[src/rtl/mul8_mac_pkg.sv]
// Shared types and helpers for the mul8 multiply-accumulate stage.
package mul8_mac_pkg;

    typedef enum logic [1:0] {
        IDLE = 2'd0,
        ACC  = 2'd1,
        HOLD = 2'd2
    } mac_state_e;

    localparam int unsigned PROD_W    = 8;
    localparam int unsigned ACC_W_MAX = 32;

    // Widened to the largest legal accumulator; callers cast down to their ACC_W.
    function automatic logic [ACC_W_MAX-1:0] zext_prod(input logic [PROD_W-1:0] prod);
        return {{(ACC_W_MAX - PROD_W){1'b0}}, prod};
    endfunction

endpackage

[src/rtl/mul8_lo.sv]
// Combinational 8x8 multiplier returning only the low 8 bits of the product.
module mul8_lo
    import mul8_mac_pkg::*;
(
    input  logic [PROD_W-1:0] a_i,
    input  logic [PROD_W-1:0] b_i,
    output logic [PROD_W-1:0] p_o
);

    // Shift-and-add; carries past bit 7 fall off, giving the product modulo 256.
    always_comb begin
        p_o = '0;
        for (int i = 0; i < PROD_W; i++) begin
            if (b_i[i]) begin
                p_o = p_o + (a_i << i);
            end
        end
    end

endmodule

[src/rtl/mul8_mac_stage.sv]
// Multiply-accumulate stage: sums low products per frame and presents sum, count and
// sticky overflow under a valid/ready handshake.
module mul8_mac_stage
    import mul8_mac_pkg::*;
#(
    parameter int unsigned ACC_W     = 16,
    parameter int unsigned CNT_W     = 8,
    parameter int unsigned MAX_BEATS = 255
) (
    input  logic             clk,
    input  logic             rst_n,
    input  logic             in_valid,
    output logic             in_ready,
    input  logic [7:0]       in_a,
    input  logic [7:0]       in_b,
    input  logic             in_last,
    output logic             out_valid,
    input  logic             out_ready,
    output logic [ACC_W-1:0] out_sum,
    output logic [CNT_W-1:0] out_count,
    output logic             out_ovf
);

    localparam logic [CNT_W-1:0] MaxBeats = CNT_W'(MAX_BEATS);

    mac_state_e state_q, state_d;
    logic [ACC_W-1:0] acc_q, acc_d;
    logic [CNT_W-1:0] cnt_q, cnt_d;
    logic             ovf_q, ovf_d;
    logic [ACC_W-1:0] sum_q, sum_d;
    logic [CNT_W-1:0] count_q, count_d;
    logic             out_ovf_q, out_ovf_d;

    logic [PROD_W-1:0] prod;
    logic [ACC_W-1:0]  prod_ext;
    logic [ACC_W:0]    add_full;
    logic [CNT_W-1:0]  cnt_inc;
    logic              beat;

    mul8_lo u_mul8_lo (
        .a_i (in_a),
        .b_i (in_b),
        .p_o (prod)
    );

    assign prod_ext = ACC_W'(zext_prod(prod));
    // One extra bit keeps the carry-out for the sticky overflow flag.
    assign add_full = {1'b0, acc_q} + {1'b0, prod_ext};
    assign cnt_inc  = cnt_q + 1'b1;

    // Ready and valid come straight from the state register, so no path from out_ready.
    assign in_ready  = (state_q != HOLD);
    assign out_valid = (state_q == HOLD);
    assign beat      = in_valid && in_ready;

    always_comb begin
        state_d   = state_q;
        acc_d     = acc_q;
        cnt_d     = cnt_q;
        ovf_d     = ovf_q;
        sum_d     = sum_q;
        count_d   = count_q;
        out_ovf_d = out_ovf_q;

        unique case (state_q)
            IDLE, ACC: begin
                if (beat) begin
                    acc_d = add_full[ACC_W-1:0];
                    ovf_d = ovf_q | add_full[ACC_W];
                    cnt_d = cnt_inc;
                    if (in_last || (cnt_inc == MaxBeats)) begin
                        state_d   = HOLD;
                        sum_d     = add_full[ACC_W-1:0];
                        count_d   = cnt_inc;
                        out_ovf_d = ovf_q | add_full[ACC_W];
                    end else begin
                        state_d = ACC;
                    end
                end
            end
            HOLD: begin
                if (out_ready) begin
                    state_d = IDLE;
                    acc_d   = '0;
                    cnt_d   = '0;
                    ovf_d   = 1'b0;
                end
            end
            default: begin
                state_d = IDLE;
            end
        endcase
    end

    always_ff @(posedge clk) begin
        if (!rst_n) begin
            state_q   <= IDLE;
            acc_q     <= '0;
            cnt_q     <= '0;
            ovf_q     <= 1'b0;
            sum_q     <= '0;
            count_q   <= '0;
            out_ovf_q <= 1'b0;
        end else begin
            state_q   <= state_d;
            acc_q     <= acc_d;
            cnt_q     <= cnt_d;
            ovf_q     <= ovf_d;
            sum_q     <= sum_d;
            count_q   <= count_d;
            out_ovf_q <= out_ovf_d;
        end
    end

    assign out_sum   = sum_q;
    assign out_count = count_q;
    assign out_ovf   = out_ovf_q;

endmodule

[config.mk]
export PLATFORM = sky130hd
export DESIGN_NAME = mul8_mac_stage
export DESIGN_NICKNAME = d
export VERILOG_FILES = /design/src/rtl/mul8_mac_pkg.sv /design/src/rtl/mul8_lo.sv /design/src/rtl/mul8_mac_stage.sv
export SDC_FILE = /design/constraint.sdc
export NUM_CORES = 1
export LEC_CHECK = 0
export BUFFER_PORTS_ARGS = -buffer_cell sky130_fd_sc_hd__buf_2
export CAP_MARGIN = 25
export CORE_MARGIN = 4
export CORE_UTILIZATION = 30
export DETAILED_ROUTE_END_ITERATION = 12
export HOLD_SLACK_MARGIN = 0.05
export PLACE_DENSITY_LB_ADDON = 0.3
export SLEW_MARGIN = 15
export SYNTH_ARGS = -nofsm -noshare
export SYNTH_HDL_FRONTEND = slang
export SYNTH_SLANG_ARGS = --single-unit
export TNS_END_PERCENT = 50
[constraint.sdc]
create_clock -name clk -period 9.2 [get_ports clk]
set_input_delay 1.84 -clock clk [delete_from_list [all_inputs] [get_ports clk]]
set_output_delay 1.84 -clock clk [all_outputs]
set_load 0.01 [all_outputs]
; ---- Yosys cells after proc, flatten, opt, wreduce, memory -nomap -nowiden
; Cells that the tools add are included.
[classes]
magnitude_cmp = 0
mux = 21
multipliers = 0
n_reduce_logical = 8
div_mod_pow = 0
n_bitwise = 1
add_sub_neg = 9
shift = 0
n_eq_ne = 6
[op_table]
columns = op, count
row1 = two-way mux 8 bit, 10
row2 = adder 8 bit, 7
row3 = two-way mux 16 bit, 2
row4 = one-hot mux 16 bit (2 select lines), 1
row5 = adder 16 x 8 -> 17 bit, 1
row6 = one-hot mux 8 bit (2 select lines), 1
row7 = "adder 8 x 1 -> 8 bit, second input constant", 1
row8 = "equality test 8 bit, second input constant", 1
row9 = two-way mux 2 bit, 3
row10 = AND reduction 3 bit, 2
row11 = "inequality test 2 bit, second input constant", 2
row12 = one-hot mux 2 bit (2 select lines), 1
row13 = "equality test 2 x 1 -> 1 bit, second input constant", 1
row14 = "equality test 2 bit, second input constant", 1
row15 = zero test 2 bit, 1
row16 = two-way mux 1 bit, 2
row17 = "inequality test 2 x 1 -> 1 bit, second input constant", 1
row18 = one-hot mux 1 bit (2 select lines), 1
row19 = AND reduction 2 bit, 1
row20 = nonzero test 2 bit, 1
row21 = OR reduction 2 bit, 1
row22 = logical AND 1 bit, 1
row23 = logical OR 1 bit, 1
row24 = bitwise OR 1 bit, 1
[totals]
latchBits = 0
wordCells = 52
mem_bits_ro = 0
output_inout_bits = 27
n_memories = 0
inputBits = 21
reg_bits = 52
ram_bits = 0

; ---- Longest topological paths before layout
[depth]
depth_word = 19
mapped_depth = 42
ltp_nobuf = 40

; ---- Cells and area by module
; Synthesis repeated with hierarchy kept, for this count alone.
[unflattened]
hier_cells = 475
area_unflattened_um2 = 4028.9
[by_module_without_submodules]
columns = module, n_inst, seq_area_each_um2, area_per_inst_um2, cells_each
row1 = mul8_mac_stage, 1, 1041.0, 2819.0, 317
row2 = mul8_lo, 1, 0.0, 1209.9, 158

; ---- Worst setup path before layout
; Ideal clock, no wire load.
[synth_timing]
path_type = input to register
start = in in_b[0]
end = reg sum_q[10], in the netlist out_sum[10]
arrival_ns = 9.464
required_time_ns = 9.119
path_slack_ns = -0.345
cell_stages = 37
n_path_buf = 2
setup_time_ns = 0.081
path_cell_list = buf_2 -> and2_1 -> ha_1 -> inv_1 -> fa_1 -> nor2b_1 -> nand3b_1 -> xor2_1 -> fa_1 -> mux2_2 -> ha_1 -> fa_1 -> mux2_2 -> ha_1 -> fa_1 -> xor2_1 -> a21oi_1 -> nor2_1 -> fa_1 -> nand2_1 -> o31ai_1 -> ha_1 -> xor2_1 -> nand2_1 -> xnor3_1 -> xnor2_1 -> xnor2_1 -> xnor2_1 -> xnor2_1 -> ha_1 -> or3_1 -> o22a_1 -> and2_1 -> clkbuf_1 -> and3_1 -> xnor2_1 -> a211oi_2
[synth_between]
elab_chain_len = 16
[synth_lines]
columns = item, line
row1 = start: declaration, mul8_mac_stage.sv:15  ; input logic [7:0] in_b,
row2 = two-way mux 8 bit (*), mul8_lo.sv:14  ; if (b_i[i]) begin
row3 = adder 8 bit, mul8_lo.sv:15  ; p_o = p_o + (a_i << i);
row4 = two-way mux 8 bit (*), mul8_lo.sv:14
row5 = adder 8 bit, mul8_lo.sv:15
row6 = two-way mux 8 bit (*), mul8_lo.sv:14
row7 = adder 8 bit, mul8_lo.sv:15
row8 = two-way mux 8 bit (*), mul8_lo.sv:14
row9 = adder 8 bit, mul8_lo.sv:15
row10 = two-way mux 8 bit (*), mul8_lo.sv:14
row11 = adder 8 bit, mul8_lo.sv:15
row12 = two-way mux 8 bit (*), mul8_lo.sv:14
row13 = adder 8 bit, mul8_lo.sv:15
row14 = two-way mux 8 bit (*), mul8_lo.sv:14
row15 = adder 8 bit, mul8_lo.sv:15
row16 = two-way mux 8 bit (*), mul8_lo.sv:14
row17 = adder 16 x 8 -> 17 bit (*), mul8_mac_stage.sv:48  ; assign add_full = {1'b0, acc_q} + {1'b0, prod_ext};
row18 = end signal: assignment, mul8_mac_stage.sv:109  ; sum_q <= sum_d;
row19 = end: declaration, mul8_mac_stage.sv:30  ; logic [ACC_W-1:0] sum_q, sum_d;
; Every way passes the cells marked *; elsewhere a longest branch is shown, timed or not.
; A chain may end at the register's enable or synchronous reset.

; ---- Final worst setup path
[layout_timing]
start = in in_a[1]
end = reg sum_q[15], in the netlist out_sum[15]
[layout_between]
elab_chain_len = 16
[layout_lines]
columns = item, line
row1 = start: declaration, mul8_mac_stage.sv:14  ; input logic [7:0] in_a,
row2 = two-way mux 8 bit, mul8_lo.sv:14
row3 = adder 8 bit, mul8_lo.sv:15
row4 = two-way mux 8 bit, mul8_lo.sv:14
row5 = adder 8 bit, mul8_lo.sv:15
row6 = two-way mux 8 bit, mul8_lo.sv:14
row7 = adder 8 bit, mul8_lo.sv:15
row8 = two-way mux 8 bit, mul8_lo.sv:14
row9 = adder 8 bit, mul8_lo.sv:15
row10 = two-way mux 8 bit, mul8_lo.sv:14
row11 = adder 8 bit, mul8_lo.sv:15
row12 = two-way mux 8 bit, mul8_lo.sv:14
row13 = adder 8 bit, mul8_lo.sv:15
row14 = two-way mux 8 bit (*), mul8_lo.sv:14
row15 = adder 8 bit, mul8_lo.sv:15
row16 = two-way mux 8 bit (*), mul8_lo.sv:14
row17 = adder 16 x 8 -> 17 bit (*), mul8_mac_stage.sv:48
; Marks and branches as above.

==> key figures <==
Finish
  • Area Growth Syn to Fin: 27.68%
  • Net count, final: about 570
  • Layout fillers: ~1.2k
  • Design Area, Final: 4831 um^2
  • Antenna cells: 0
  • Share of layout cells above drive strength 1: 32.55%

Timing
  • Final Slew Violations: 0
  • Period utilisation layout: 96.80%
  • Min Tclk post-route: between 8000 and 9000 ps
  • Clk_skew: around 5.3 ps
  • Fmax: 112.3 MHz
  • WHS: 456.7 ps
  • Final Hold Viols: 0
  • RSZ-0062 raised after global routing: true
  • Slew margin rel.: 32.57%
  • Slew @ Worst Pin: a little over 1000 ps
  • Setup-failing EPs final: 0

Floorplan
  • Core area: 12160 um^2
  • Initial core utilization: between 30% and 40%
  • Vert. Die Dim: approximately 120 um
  • Die width: roughly 120 um
  • Top-level port count: 48
  • Num rows: 40
  • Die ar.: 14470 um^2

Routing
  • Wirelength, routed: 9210 um
  • Via-to-Cell Ratio: 5.000
  • Remaining antenna violation count after routing: 0
  • Routed WL per cell: ~14 um
  • 1st-pass router iterations: 4
  • DRC: 0
  • DR vias: about 3.4k
  • Detailed Route Iter0 Violations: 145

Clocking
  • TritonCTS Buffers: 5
  • CTS tree: done
  • CTS hold repair buffers: 0
  • Clock Latency Late Sink: between 200 and 300 ps
  • Clock Pin Slew Worst Setup and Hold Paths: 70 ps
  • Root Driver: clkbuf_16
  • Number of H-tree levels: 2
  • Longest Clk Path Bufs: 2
  • Clock Sink Count: 52

Critical path
  • Reg2reg start: cnt_q[0]
  • R2R depth: 8
  • Worst Path Arrival: ~9000 ps
  • R2R Path End: out_count[2]
  • Worst path bufs/invs: 3
  • Delay of the slowest cell on the worst path: around 530 ps
  • CP Max Fanout: 6
  • Crit. End Element: register
  • WS Path Type: input port to register
  • Reg2reg setup slack: 6330 ps
  • Stages on the worst setup path: 35
  • Family with the most delay on the worst path: adder cells
  • Crit path max-delay cell type: fa_2
  • Req. time, crit path: 9330 ps
  • CP startpoint kind: input port

Synthesis
  • Synthesized cell area: 3784 um^2
  • Post-Syn Area per Cell: 8.389 um^2
  • Yosys warnings: 0
  • Largest area contributor in the synthesized netlist: dfxtp_1
  • Sequential area share after synthesis: 27.51%
  • Commonest cells in the netlist: dfxtp_1, nor2_1, a21oi_1
  • Syn Inst Count: 451
  • Mapped Nets: 507
  • Synth area leaders: dfxtp_1, ha_1, a21oi_1
  • Post-synth EDFFs: 0
  • Primary FF master, synth: dfxtp_1
  • Top-count cell post-synth: dfxtp_1
  • Flops & latches, synth: 52
  • Cell variety after synth: 48
  • Post-synth ARST share: 0%
  • Post-synth top area share: 27.51%

Pwr
  • Maximum VDD drop: 0.1035 mV
  • Clock share of power: 24.0%
  • Pwr per Cell Area: 191.0 nW/um^2
  • Pleak: 1.994 nW
  • Reg power frac: 27.9%
  • Net Sw Power: 0.3202 mW
  • Internal: 0.6025 mW
  • Combinational power share: a little under half
  • Sw frac: 34.70%

Place
  • DP HPWL: between 6000 and 7000 um
  • Placed cell areas: 4320 um^2
  • Final Wtd Congestion: 0.8453
  • I/O Buffers: 47

Worst hold path
  • Hold Path Class: register to register
  • Worst Min Path Start: out_count[5]
  • Worst hold path endpoint: out_count[5]
  • Hold depth: 2

GRT
  • Number of global-route vias before repair: 3159
  • Largest net degree at the start of global routing: 46
  • GRT Overall Usage: 12.31%
  • Gr ovfl total: 0
  • First-pass GRT wire length: around 15000 um
  • Initial antenna violation count: 0

Outcome
  • Outcome: finished clean

Run
  • Max-Cap Viols: 0
==> worst reg2reg max path, stage by stage (launching register included) <==
cell	delay, ps
dfxtp_1	400
ha_1	340
or4_1	530
a31oi_1	220
a41oi_2	230
nor2_4	520
buf_16	250
nor2_1	70
a311oi_2	220
==> cells by family after synthesis <==
group | count (synthesis) | synth area share, %
AND/OR/NAND/NOR | 147 | 18.55
AO/OA/AOI/OAI | 126 | 22.72
flip-flops | 52 | 27.51
XOR/XNOR | 40 | 9.623
buffers and inverters | 36 | 4.497
adder cells (fa/ha/maj) | 35 | 12.76
multiplexers | 15 | 4.332
==> power by group through the flow <==
stage | Combinational [mW] | Clock, mW | Sequential [mW]
floorplan | 0.268 | 0 | 0.265
global placement | 0.377 | 0 | 0.263
detailed placement | 0.385 | 0 | 0.263
CTS | 0.388 | 0.227 | 0.258
global route | 0.492 | 0.236 | 0.261
finish | 0.443 | 0.221 | 0.258
==> state kept, by name, indices dropped and copies added (netlist names) <==
name       cells
out_sum       16
out_ovf        1
acc_q         16
cnt_q          8
ovf_q          1
out_count      8
state_q        2
==> repair_timing <==
item	4_1_cts	5_1_grt
setup endpoints to repair	0	18
setup buffers	0	6
resized for setup	0	65
==> layout make-up <==
class | count | area, um^2 | share of cell area [%]
Clock buffer | 6 | 138.9 | 2.875
Inverter | 11 | 41.29 | 0.8547
Timing Repair Buffer | 76 | 493.0 | 10.20
Multi-Input combinational cell | 363 | 2868 | 59.36
Sequential cell | 52 | 1041 | 21.55
Tap cell | 168 | 210.2 | 4.351
Clock inverter | 2 | 38.79 | 0.8029
==> metal layers <==
layer | vias to the layer above | GRT usage, % | wire, um
li1 | 1711 | - | -
met1 | 1596 | 17.06 | 4426
met3 | 9 | 2.572 | 460
met4 | 0 | 2.479 | 98
met5 | - | 0 | 0
met2 | 74 | 19.88 | 4224
==> worst max-delay path by stage <==
stage / startpoint / to / slack, ps
2_1_floorplan: in_b[0] / out_sum[10] / 0.9
3_3_place_gp: in_b[0] / out_sum[10] / -90
3_5_place_dp: in_b[0] / acc_q[10] / -170
4_1_cts: in_b[0] / acc_q[10] / 60
5_1_grt: in_a[1] / acc_q[10] / -60
6_report: in_a[1] / out_sum[15] / 290
==> through the flow <==
stage | setup WS [ps] | setup TNS, ps | instances | utilization (%) | power (mW)
2_1_floorplan | 0.8775 | 0 | 451 | - | 0.5330
3_3_place_gp | -93.34 | -547.8 | 663 | 35.30 | 0.6397
3_5_place_dp | -172.6 | -1585 | 664 | 35.52 | 0.6478
4_1_cts | 63.44 | 0 | 672 | 36.99 | 0.8724
5_1_grt | -62.28 | -479.3 | 678 | 39.72 | 0.9890
6_report | 294.2 | 0 | 678 | 39.72 | 0.9227
==> cell usage in the layout (no fill, tap or decap), types with 15 or more instances in the layout <==
cell      instances
dfxtp_1          52
nor2_1           49
buf_2            45
nand2_1          35
a21oi_1          31
buf_4            26
o21ai_0          19
ha_1             18
xnor2_1          17
xor2_1           15
a211oi_2         15
No activity file was read; power rests on OpenSTA's default activity.
